<file path="config.mk">
export PLATFORM = sky130hd
export DESIGN_NAME = spi_gpio_ctrl_flat
export DESIGN_NICKNAME = d
export VERILOG_FILES = /design/src/rtl/spi_gpio_pkg.sv /design/src/rtl/spi_gpio_ctrl_if.sv /design/src/rtl/spi_gpio_sync.sv /design/src/rtl/spi_gpio_ctrl.sv /design/src/flat_wrapper.sv
export SDC_FILE = /design/constraint.sdc
export NUM_CORES = 1
export LEC_CHECK = 0
export ABC_AREA = 1
export CAP_MARGIN = 0
export CORE_ASPECT_RATIO = 0.75
export CORE_MARGIN = 2
export CORE_UTILIZATION = 50
export DETAILED_ROUTE_END_ITERATION = 6
export DONT_BUFFER_PORTS = 1
export HOLD_SLACK_MARGIN = 0.03
export PLACE_DENSITY = 0.71
export SYNTH_ARGS = -nofsm -noshare
export SYNTH_HDL_FRONTEND = slang
export SYNTH_SLANG_ARGS = --single-unit
</file>
<file path="constraint.sdc">
create_clock -name clk -period 5.45 [get_ports clk]
set_clock_uncertainty 0.15 [all_clocks]
set_input_delay 0.8175 -clock clk [delete_from_list [all_inputs] [get_ports clk]]
set_output_delay 0.8175 -clock clk [all_outputs]
set_load 0.03 [all_outputs]
</file>
<file path="src/rtl/spi_gpio_pkg.sv">
// Shared constants and types for the SPI-slave GPIO expander: register map bases,
// frame geometry and the frame state machine encoding.
package spi_gpio_pkg;

  localparam int FRAME_BITS = 16;
  localparam int CMD_BITS   = 8;

  localparam logic [6:0] ADDR_OUT  = 7'h00;
  localparam logic [6:0] ADDR_DIR  = 7'h08;
  localparam logic [6:0] ADDR_IN   = 7'h10;
  localparam logic [6:0] ADDR_SET  = 7'h18;
  localparam logic [6:0] ADDR_CLR  = 7'h20;
  localparam logic [6:0] ADDR_IEN  = 7'h28;
  localparam logic [6:0] ADDR_STAT = 7'h30;
  localparam logic [6:0] ADDR_RAM  = 7'h40;
  localparam logic [6:0] ADDR_ID   = 7'h7F;

  typedef enum logic [1:0] {
    IDLE = 2'd0,
    CMD  = 2'd1,
    DATA = 2'd2,
    DONE = 2'd3
  } spi_state_e;

endpackage

</file>
<file path="src/rtl/spi_gpio_ctrl_if.sv">
// SPI pin bundle between a bus master and the GPIO expander (mode 0, active-low select).
interface spi_gpio_ctrl_if;
  logic spi_sclk;
  logic spi_cs_n;
  logic spi_mosi;
  logic spi_miso;

  modport master (output spi_sclk, output spi_cs_n, output spi_mosi, input spi_miso);
  modport slave  (input spi_sclk, input spi_cs_n, input spi_mosi, output spi_miso);
endinterface

</file>
<file path="src/rtl/spi_gpio_sync.sv">
// Width-parametrised flop chain bringing asynchronous pins into the clk domain.
module spi_gpio_sync
  import spi_gpio_pkg::*;
#(
  parameter int               WIDTH   = 1,
  parameter int               STAGES  = 2,
  parameter logic [WIDTH-1:0] RST_VAL = '0
) (
  input  logic             clk,
  input  logic             rst,
  input  logic [WIDTH-1:0] d,
  output logic [WIDTH-1:0] q
);

  logic [WIDTH-1:0] chain_q [STAGES];

  always_ff @(posedge clk) begin
    if (rst) begin
      for (int i = 0; i < STAGES; i++) chain_q[i] <= RST_VAL;
    end else begin
      chain_q[0] <= d;
      for (int i = 1; i < STAGES; i++) chain_q[i] <= chain_q[i-1];
    end
  end

  assign q = chain_q[STAGES-1];

endmodule

</file>
<file path="src/rtl/spi_gpio_ctrl.sv">
// SPI-slave GPIO expander running entirely on clk with oversampled SPI pins.
// Optional interrupt block (IEN/STAT registers, irq port) enabled by SPI_GPIO_IRQ_EN.
//
// state | meaning
// IDLE  | waiting for cs_n falling edge, miso held 0
// CMD   | shifting rw + address, decode on the 8th rising edge
// DATA  | shifting data in / read data out, write request on 16th rising edge
// DONE  | frame complete, SCLK ignored until cs_n rises
module spi_gpio_ctrl
  import spi_gpio_pkg::*;
#(
  parameter int N_GPIO      = 16,
  parameter int RAM_DEPTH   = 4,
  parameter int SYNC_STAGES = 2
) (
  input  logic              clk,
  input  logic              rst,
  spi_gpio_ctrl_if.slave    spi,
  input  logic [N_GPIO-1:0] gpio_in,
  output logic [N_GPIO-1:0] gpio_out,
  output logic [N_GPIO-1:0] gpio_oe
`ifdef SPI_GPIO_IRQ_EN
  ,
  output logic              irq
`endif
);

  localparam int N_BANKS = (N_GPIO + 7) / 8;
  localparam int RAM_AW  = (RAM_DEPTH > 1) ? $clog2(RAM_DEPTH) : 1;

  logic [2:0]        spi_s;
  logic              sclk_s, cs_s, mosi_s;
  logic              sclk_d, cs_d;
  logic              sclk_rise, sclk_fall, cs_rise, cs_fall;
  logic [N_GPIO-1:0] gpio_s;

  spi_gpio_sync #(.WIDTH(3), .STAGES(SYNC_STAGES), .RST_VAL(3'b010)) u_sync_spi (
    .clk (clk),
    .rst (rst),
    .d   ({spi.spi_sclk, spi.spi_cs_n, spi.spi_mosi}),
    .q   (spi_s)
  );

  spi_gpio_sync #(.WIDTH(N_GPIO), .STAGES(SYNC_STAGES)) u_sync_gpio (
    .clk (clk),
    .rst (rst),
    .d   (gpio_in),
    .q   (gpio_s)
  );

  assign {sclk_s, cs_s, mosi_s} = spi_s;
  assign sclk_rise = sclk_s & ~sclk_d;
  assign sclk_fall = ~sclk_s & sclk_d;
  assign cs_rise   = cs_s & ~cs_d;
  assign cs_fall   = ~cs_s & cs_d;

  spi_state_e        state_q, state_nx;
  logic [4:0]        bit_cnt_q;
  logic [6:0]        rx_shift_q;
  logic [7:0]        shift_byte;
  logic              rw_q;
  logic [6:0]        addr_q;
  logic [7:0]        tx_shift_q;
  logic              tx_live_q;
  logic              miso_q;
  logic              wr_pend_q;
  logic [6:0]        wr_addr_q;
  logic [7:0]        wr_data_q;
  logic              clr_cnt, shift_en, decode, commit, tx_fall;
  logic [7:0]        rd_data;

  // Byte completed by the current rising edge: command at decode, data at commit.
  assign shift_byte = {rx_shift_q, mosi_s};

  // SCLK edges only matter in CMD/DATA; a cs_n rise in the same cycle as the
  // 16th edge still lets the commit through.
  always_comb begin
    state_nx = state_q;
    clr_cnt  = 1'b0;
    shift_en = 1'b0;
    decode   = 1'b0;
    commit   = 1'b0;
    tx_fall  = 1'b0;
    case (state_q)
      IDLE: if (cs_fall) begin
        state_nx = CMD;
        clr_cnt  = 1'b1;
      end
      CMD: if (sclk_rise) begin
        shift_en = 1'b1;
        if (bit_cnt_q == 5'(CMD_BITS - 1)) begin
          decode   = 1'b1;
          state_nx = DATA;
        end
      end
      DATA: begin
        tx_fall = sclk_fall;
        if (sclk_rise) begin
          shift_en = 1'b1;
          if (bit_cnt_q == 5'(FRAME_BITS - 1)) begin
            commit   = 1'b1;
            state_nx = DONE;
          end
        end
      end
      DONE: ;
      default: state_nx = IDLE;
    endcase
    if (cs_rise) state_nx = IDLE;
  end

  always_ff @(posedge clk) begin
    if (rst) begin
      state_q    <= IDLE;
      sclk_d     <= 1'b0;
      cs_d       <= 1'b1;
      bit_cnt_q  <= '0;
      rx_shift_q <= '0;
      rw_q       <= 1'b0;
      addr_q     <= '0;
      tx_shift_q <= '0;
      tx_live_q  <= 1'b0;
      miso_q     <= 1'b0;
      wr_pend_q  <= 1'b0;
      wr_addr_q  <= '0;
      wr_data_q  <= '0;
    end else begin
      state_q <= state_nx;
      sclk_d  <= sclk_s;
      cs_d    <= cs_s;
      if (clr_cnt) bit_cnt_q <= '0;
      else if (shift_en) bit_cnt_q <= bit_cnt_q + 5'd1;
      if (shift_en) rx_shift_q <= shift_byte[6:0];
      if (decode) begin
        rw_q       <= shift_byte[7];
        addr_q     <= shift_byte[6:0];
        tx_shift_q <= shift_byte[7] ? rd_data : 8'h00;
        tx_live_q  <= 1'b0;
      end
      if (cs_rise || state_q == IDLE || state_q == CMD) begin
        miso_q <= 1'b0;
      end else if (tx_fall) begin
        if (!tx_live_q) begin
          miso_q    <= tx_shift_q[7];
          tx_live_q <= 1'b1;
        end else begin
          miso_q     <= tx_shift_q[6];
          tx_shift_q <= {tx_shift_q[6:0], 1'b0};
        end
      end
      wr_pend_q <= commit & ~rw_q;
      if (commit) begin
        wr_addr_q <= addr_q;
        wr_data_q <= shift_byte;
      end
    end
  end

  assign spi.spi_miso = miso_q;

  logic [N_GPIO-1:0] out_q, dir_q;
  logic [7:0]        ram_q [RAM_DEPTH];
  logic [63:0]       out_pad, dir_pad, in_pad;
  logic [6:0]        rd_addr;
  logic [5:0]        rd_off, wr_off;
  logic [6:0]        wr_region;
  logic              wr_bank_ok, wr_ram_ok;
  logic [N_GPIO-1:0] wr_bits, wr_mask;

  assign out_pad = 64'(out_q);
  assign dir_pad = 64'(dir_q);
  assign in_pad  = 64'(gpio_s);
  assign rd_addr = shift_byte[6:0];
  assign rd_off  = {rd_addr[2:0], 3'b000};

  assign wr_off     = {wr_addr_q[2:0], 3'b000};
  assign wr_region  = {wr_addr_q[6:3], 3'b000};
  assign wr_bank_ok = wr_pend_q && !wr_addr_q[6] && (int'(wr_addr_q[2:0]) < N_BANKS);
  assign wr_ram_ok  = wr_pend_q && wr_addr_q[6] && (wr_addr_q != ADDR_ID)
                      && (int'(wr_addr_q[5:0]) < RAM_DEPTH);
  // Bits beyond N_GPIO fall off here, so partial last banks ignore them.
  assign wr_bits    = N_GPIO'(64'(wr_data_q) << wr_off);
  assign wr_mask    = N_GPIO'(64'hFF << wr_off);

`ifdef SPI_GPIO_IRQ_EN
  logic [N_GPIO-1:0] ien_q, stat_q, gin_d;
  logic              irq_q;
  logic [63:0]       ien_pad, stat_pad;

  assign ien_pad  = 64'(ien_q);
  assign stat_pad = 64'(stat_q);
`endif

  always_comb begin
    rd_data = 8'h00;
    if (rd_addr[6]) begin
      if (rd_addr == ADDR_ID) rd_data = 8'(N_GPIO);
      else if (int'(rd_addr[5:0]) < RAM_DEPTH) rd_data = ram_q[rd_addr[RAM_AW-1:0]];
    end else if (int'(rd_addr[2:0]) < N_BANKS) begin
      case ({rd_addr[6:3], 3'b000})
        ADDR_OUT, ADDR_SET, ADDR_CLR: rd_data = out_pad[rd_off +: 8];
        ADDR_DIR:  rd_data = dir_pad[rd_off +: 8];
        ADDR_IN:   rd_data = in_pad[rd_off +: 8];
`ifdef SPI_GPIO_IRQ_EN
        ADDR_IEN:  rd_data = ien_pad[rd_off +: 8];
        ADDR_STAT: rd_data = stat_pad[rd_off +: 8];
`endif
        default:   rd_data = 8'h00;
      endcase
    end
  end

  always_ff @(posedge clk) begin
    if (rst) begin
      out_q <= '0;
      dir_q <= '0;
      for (int k = 0; k < RAM_DEPTH; k++) ram_q[k] <= 8'h00;
    end else begin
      if (wr_bank_ok && wr_region == ADDR_OUT) out_q <= (out_q & ~wr_mask) | wr_bits;
      if (wr_bank_ok && wr_region == ADDR_SET) out_q <= out_q | wr_bits;
      if (wr_bank_ok && wr_region == ADDR_CLR) out_q <= out_q & ~wr_bits;
      if (wr_bank_ok && wr_region == ADDR_DIR) dir_q <= (dir_q & ~wr_mask) | wr_bits;
      if (wr_ram_ok) ram_q[wr_addr_q[RAM_AW-1:0]] <= wr_data_q;
    end
  end

  assign gpio_out = out_q;
  assign gpio_oe  = dir_q;

`ifdef SPI_GPIO_IRQ_EN
  // A new rising edge wins over a W1C of the same bit in the same cycle.
  always_ff @(posedge clk) begin
    if (rst) begin
      ien_q  <= '0;
      stat_q <= '0;
      gin_d  <= '0;
      irq_q  <= 1'b0;
    end else begin
      gin_d <= gpio_s;
      if (wr_bank_ok && wr_region == ADDR_IEN) ien_q <= (ien_q & ~wr_mask) | wr_bits;
      stat_q <= (stat_q & ~((wr_bank_ok && wr_region == ADDR_STAT) ? wr_bits : '0))
                | (gpio_s & ~gin_d & ien_q);
      irq_q  <= |stat_q;
    end
  end

  assign irq = irq_q;
`endif

endmodule

</file>
<file path="src/flat_wrapper.sv">
// flat-port wrapper written by rule: the top's interface ports become plain ports
module spi_gpio_ctrl_flat import spi_gpio_pkg::*;
#(
  parameter int N_GPIO      = 16,
  parameter int RAM_DEPTH   = 4,
  parameter int SYNC_STAGES = 2
)
  (clk, rst, gpio_in, gpio_out, gpio_oe, spi_spi_sclk, spi_spi_cs_n, spi_spi_mosi, spi_spi_miso);
  spi_gpio_ctrl_if spi_i ();
  input  logic clk;
  input  logic rst;
  input  logic [N_GPIO-1:0] gpio_in;
  output logic [N_GPIO-1:0] gpio_out;
  output logic [N_GPIO-1:0] gpio_oe;
  input wire logic [$bits(spi_i.spi_sclk)-1:0] spi_spi_sclk;
  input wire logic [$bits(spi_i.spi_cs_n)-1:0] spi_spi_cs_n;
  input wire logic [$bits(spi_i.spi_mosi)-1:0] spi_spi_mosi;
  output wire logic [$bits(spi_i.spi_miso)-1:0] spi_spi_miso;
  assign spi_i.spi_sclk = spi_spi_sclk;
  assign spi_i.spi_cs_n = spi_spi_cs_n;
  assign spi_i.spi_mosi = spi_spi_mosi;
  assign spi_spi_miso = spi_i.spi_miso;
  spi_gpio_ctrl #(.N_GPIO(N_GPIO), .RAM_DEPTH(RAM_DEPTH), .SYNC_STAGES(SYNC_STAGES)) u_core (.clk(clk), .rst(rst), .spi(spi_i), .gpio_in(gpio_in), .gpio_out(gpio_out), .gpio_oe(gpio_oe));
endmodule
</file>
==> results.toml <==
[synthesis]
yosysTopAreaCellShare_pct = 36.6
synth.area.top_cells = "dfxtp_1 (37%), edfxtp_1 (15%), nand2_1 (8.4%)"
synth-edff-count = 32
synth.distinct_cells = 36
synth_fa_ha_area_share_pct = 1.34
synth-main-ff-cell = "dfxtp_1"
synth_top_family_by_area = "simple AND/OR/NAND/NOR gates"
ys_warn_count = 0
avgSynthCellArea_sq_um = 7.76
yosys.area.top_type = "dfxtp_1"
synthArstFlopShare_pct = 0
synth_xor_area_share_pct = 0.134
synth_compound_area_share_pct = 15.9
yosys.area_share.simple_pct = 22.3
ys_ff_latch = 152
synthMuxAreaShare_pct = 0
syn-cell-area_sq_um = 6560
netlist_instances = 845
yosysSeqAreaShare_pct = 51.3
synth_nets = 873

[cells_and_area]
fin_nets = 858
regArea_sq_um = 3360
multi_input_area_sq_um = 2600
antennaDiodeCount = 0
drive_gt1_share_pct = 8.54
fillers = 1207
final_common_cell = "nand2_1"
area_growth_pct = 9.79
mostFrequentLayoutCells = "nand2_1 (146), dfxtp_1 (120), inv_1 (100)"

[timing]
finalSetupTns_ns = 0
max_freq_ghz = 0.373
setup_viol = 0
maxSlewViolCount = 0
fin_crit_sh_pct = 49.1
tightest_slew_ns = 1.11
finalCriticalPeriod_ns = 2.68
hold_viol = 0
rsz0062_at_grt = "no"
fin_ws_ns = 2.77
maxSlewHeadroom_pct = 26.2

[clock_tree]
tritoncts = "yes"
clkSlewWorstSetupHoldPaths_ns = 0.07
cts_made_buffers = 17
ctsRootBufferMaster = "clkbuf_16"
cts-htree-levels = 4
cts-hold-fix-buffers = 0
clockBufferDepth = 2
insertion_delay_ns = 0.42
cts_resized = 0
cts_num_sinks = 152
postCtsSetupBuffers = 0

[critical_path]
endpoint_kind = "flip-flop"
ff2ff_path_depth = 8
arrival_ns = 2.87
slowest_stage = "inv_1"
cp_cell_sequence = "buf_4 > inv_1 > o21ai_0 > o22ai_1 > nand2_1 > a21oi_1 > nand2_1 > a21oi_1"
cpPeakStageDelay_ns = 0.86
crit_type = "flip-flop to flip-flop"
cp.required_ns = 5.64
path_buf_inv = 2
cp.depth = 8
crit_family = "buffers and inverters"
worstPathMaxFanout = 37
start_kind = "flip-flop"

[place]
place_ws_ns = 2.42
gp_congestion = 0.885
dp_hpwl_mm = 11.4
portBuffers = 0

[drt]
wire_per_inst_um = 16.4
wl_mm = 16.7
drt-vias-per-instance = 5.45
drtPass1Iterations = 6
drt_iter0_markers = 702
antenna_left = 0
vias = 5523
drc = 0

[die]
start_util_pct = 50.9
ioPinCount = 54
fp.dieArea_sq_um = 14100
die_x_um = 136
fp-row-count = 36
core_sq_um = 12900
die_h_um = 103

[global_route]
grt_max_degree = 65
antenna_found_initial = 0
grt_pass1_vias = 4977
overflow = 0
grt_pass1_wl_mm = 26.6
grt_util_all_layers_pct = 24.8

[pwr]
ir_worst_vdd_v = 0.000296
cellLeakagePower_nw = 2.79
power-per-cell-area_nw_per_um2 = 356

[run_status]
status = "finished clean"

[hold_path]
holdCritPathClass = "flip-flop to flip-flop"
whs_path_depth = 2

[flow_run]
cap_violations = 0
==> kinds of logic after synthesis <==
kind of cell | count (synthesis)
and+or+nand+nor | 337
AOI/OAI and AO/OA | 197
DFF | 152
buffers and inverters | 151
adders and majority gates | 7
xor gates and xnor gates | 1
==> worst paths after layout <==
path	from	to	slack (ns)
min	u_core.u_sync_gpio.chain_q[0][8]	u_core.u_sync_gpio.chain_q[0][24]	0.25
max reg2reg	u_core.u_sync_spi.chain_q[0][3]	u_core.tx_shift_q[7]	2.77
min reg2reg	u_core.u_sync_gpio.chain_q[0][8]	u_core.u_sync_gpio.chain_q[0][24]	0.25
max	u_core.u_sync_spi.chain_q[0][3]	u_core.tx_shift_q[7]	2.77
==> cell type report <==
type	instances	area share (%)
Timing Repair Buffer	3	0.313
Tap cell	171	2.97
Clock inverter	14	1.77
Multi-Input combinational cell	542	36.2
Sequential cell	152	46.7
Inverter	114	5.94
Clock buffer	18	6.10
==> routing by layer <==
metal  routed length (um)  vias up  GRT usage, %  part of all wire, %
met5                    0        -             0                    0
met4                  323        0          8.01                  1.9
met3                 1820       28          7.02                   11
met2                 6660      267          34.8                   40
met1                 7860     2498          36.7                   47
li1                     -     2730             -                    -
==> state kept, by name, summed over array words and instances (netlist names) <==
signal and cells:
u_core.addr_q 7, u_core.bit_cnt_q 5, u_core.cs_d 1, u_core.gpio_oe 16
u_core.gpio_out 16, u_core.ram_q 32, u_core.rw_q 1, u_core.rx_shift_q 7
u_core.sclk_d 1, u_core.spi.spi_miso 1, u_core.state_q 2, u_core.tx_live_q 1
u_core.tx_shift_q 8, u_core.u_sync_gpio.chain_q 32, u_core.u_sync_spi.chain_q 6, u_core.wr_addr_q 7
u_core.wr_data_q 8, u_core.wr_pend_q 1
==> metrics by stage <==
| step | power (mW) | instance area (sq um) | utilization [%] | cells | hold WS [ns] |
|---|---|---|---|---|---|
| 2_1_floorplan | 1.40 | 6560 | - | 845 | 0.238 |
| 3_3_place_gp | 1.45 | 6630 | 51.5 | 982 | 0.239 |
| 3_5_place_dp | 1.46 | 6630 | 51.5 | 982 | 0.242 |
| 4_1_cts | 2.58 | 7200 | 55.9 | 1014 | 0.252 |
| 5_1_grt | 2.67 | 7200 | 55.9 | 1014 | 0.264 |
| 6_report | 2.57 | 7200 | 55.9 | 1014 | 0.250 |
==> cell usage after synthesis, types with 4 or more instances <==
cell type and count:
a211oi_1 7, a21oi_1 85, buf_2 9, clkbuf_1 25
dfxtp_1 120, edfxtp_1 32, ha_1 7, inv_1 100
inv_2 11, nand2_1 146, nand2_2 4, nand3_1 58
nor2_1 97, nor2_2 4, nor2_4 4, nor3_1 11
nor3_2 4, o21ai_0 75, o21ai_1 14, o22ai_1 8
==> tightest hold or removal path, delay by kind of cell, from the launching register on <==
kind,cells,cell delay (ns)
and+or+nand+nor,1,0.03
DFF,1,0.30
buffers and inverters,1,0.04
==> where the power goes <==
part           internal (mW)  leakage (nW)  total (mW)  switching [mW]
clock network          0.616         0.275        1.13           0.512
logic                 0.0672          1.23       0.230           0.163
registers               1.18          1.28        1.21          0.0248
(Power assumes the default switching activity.)
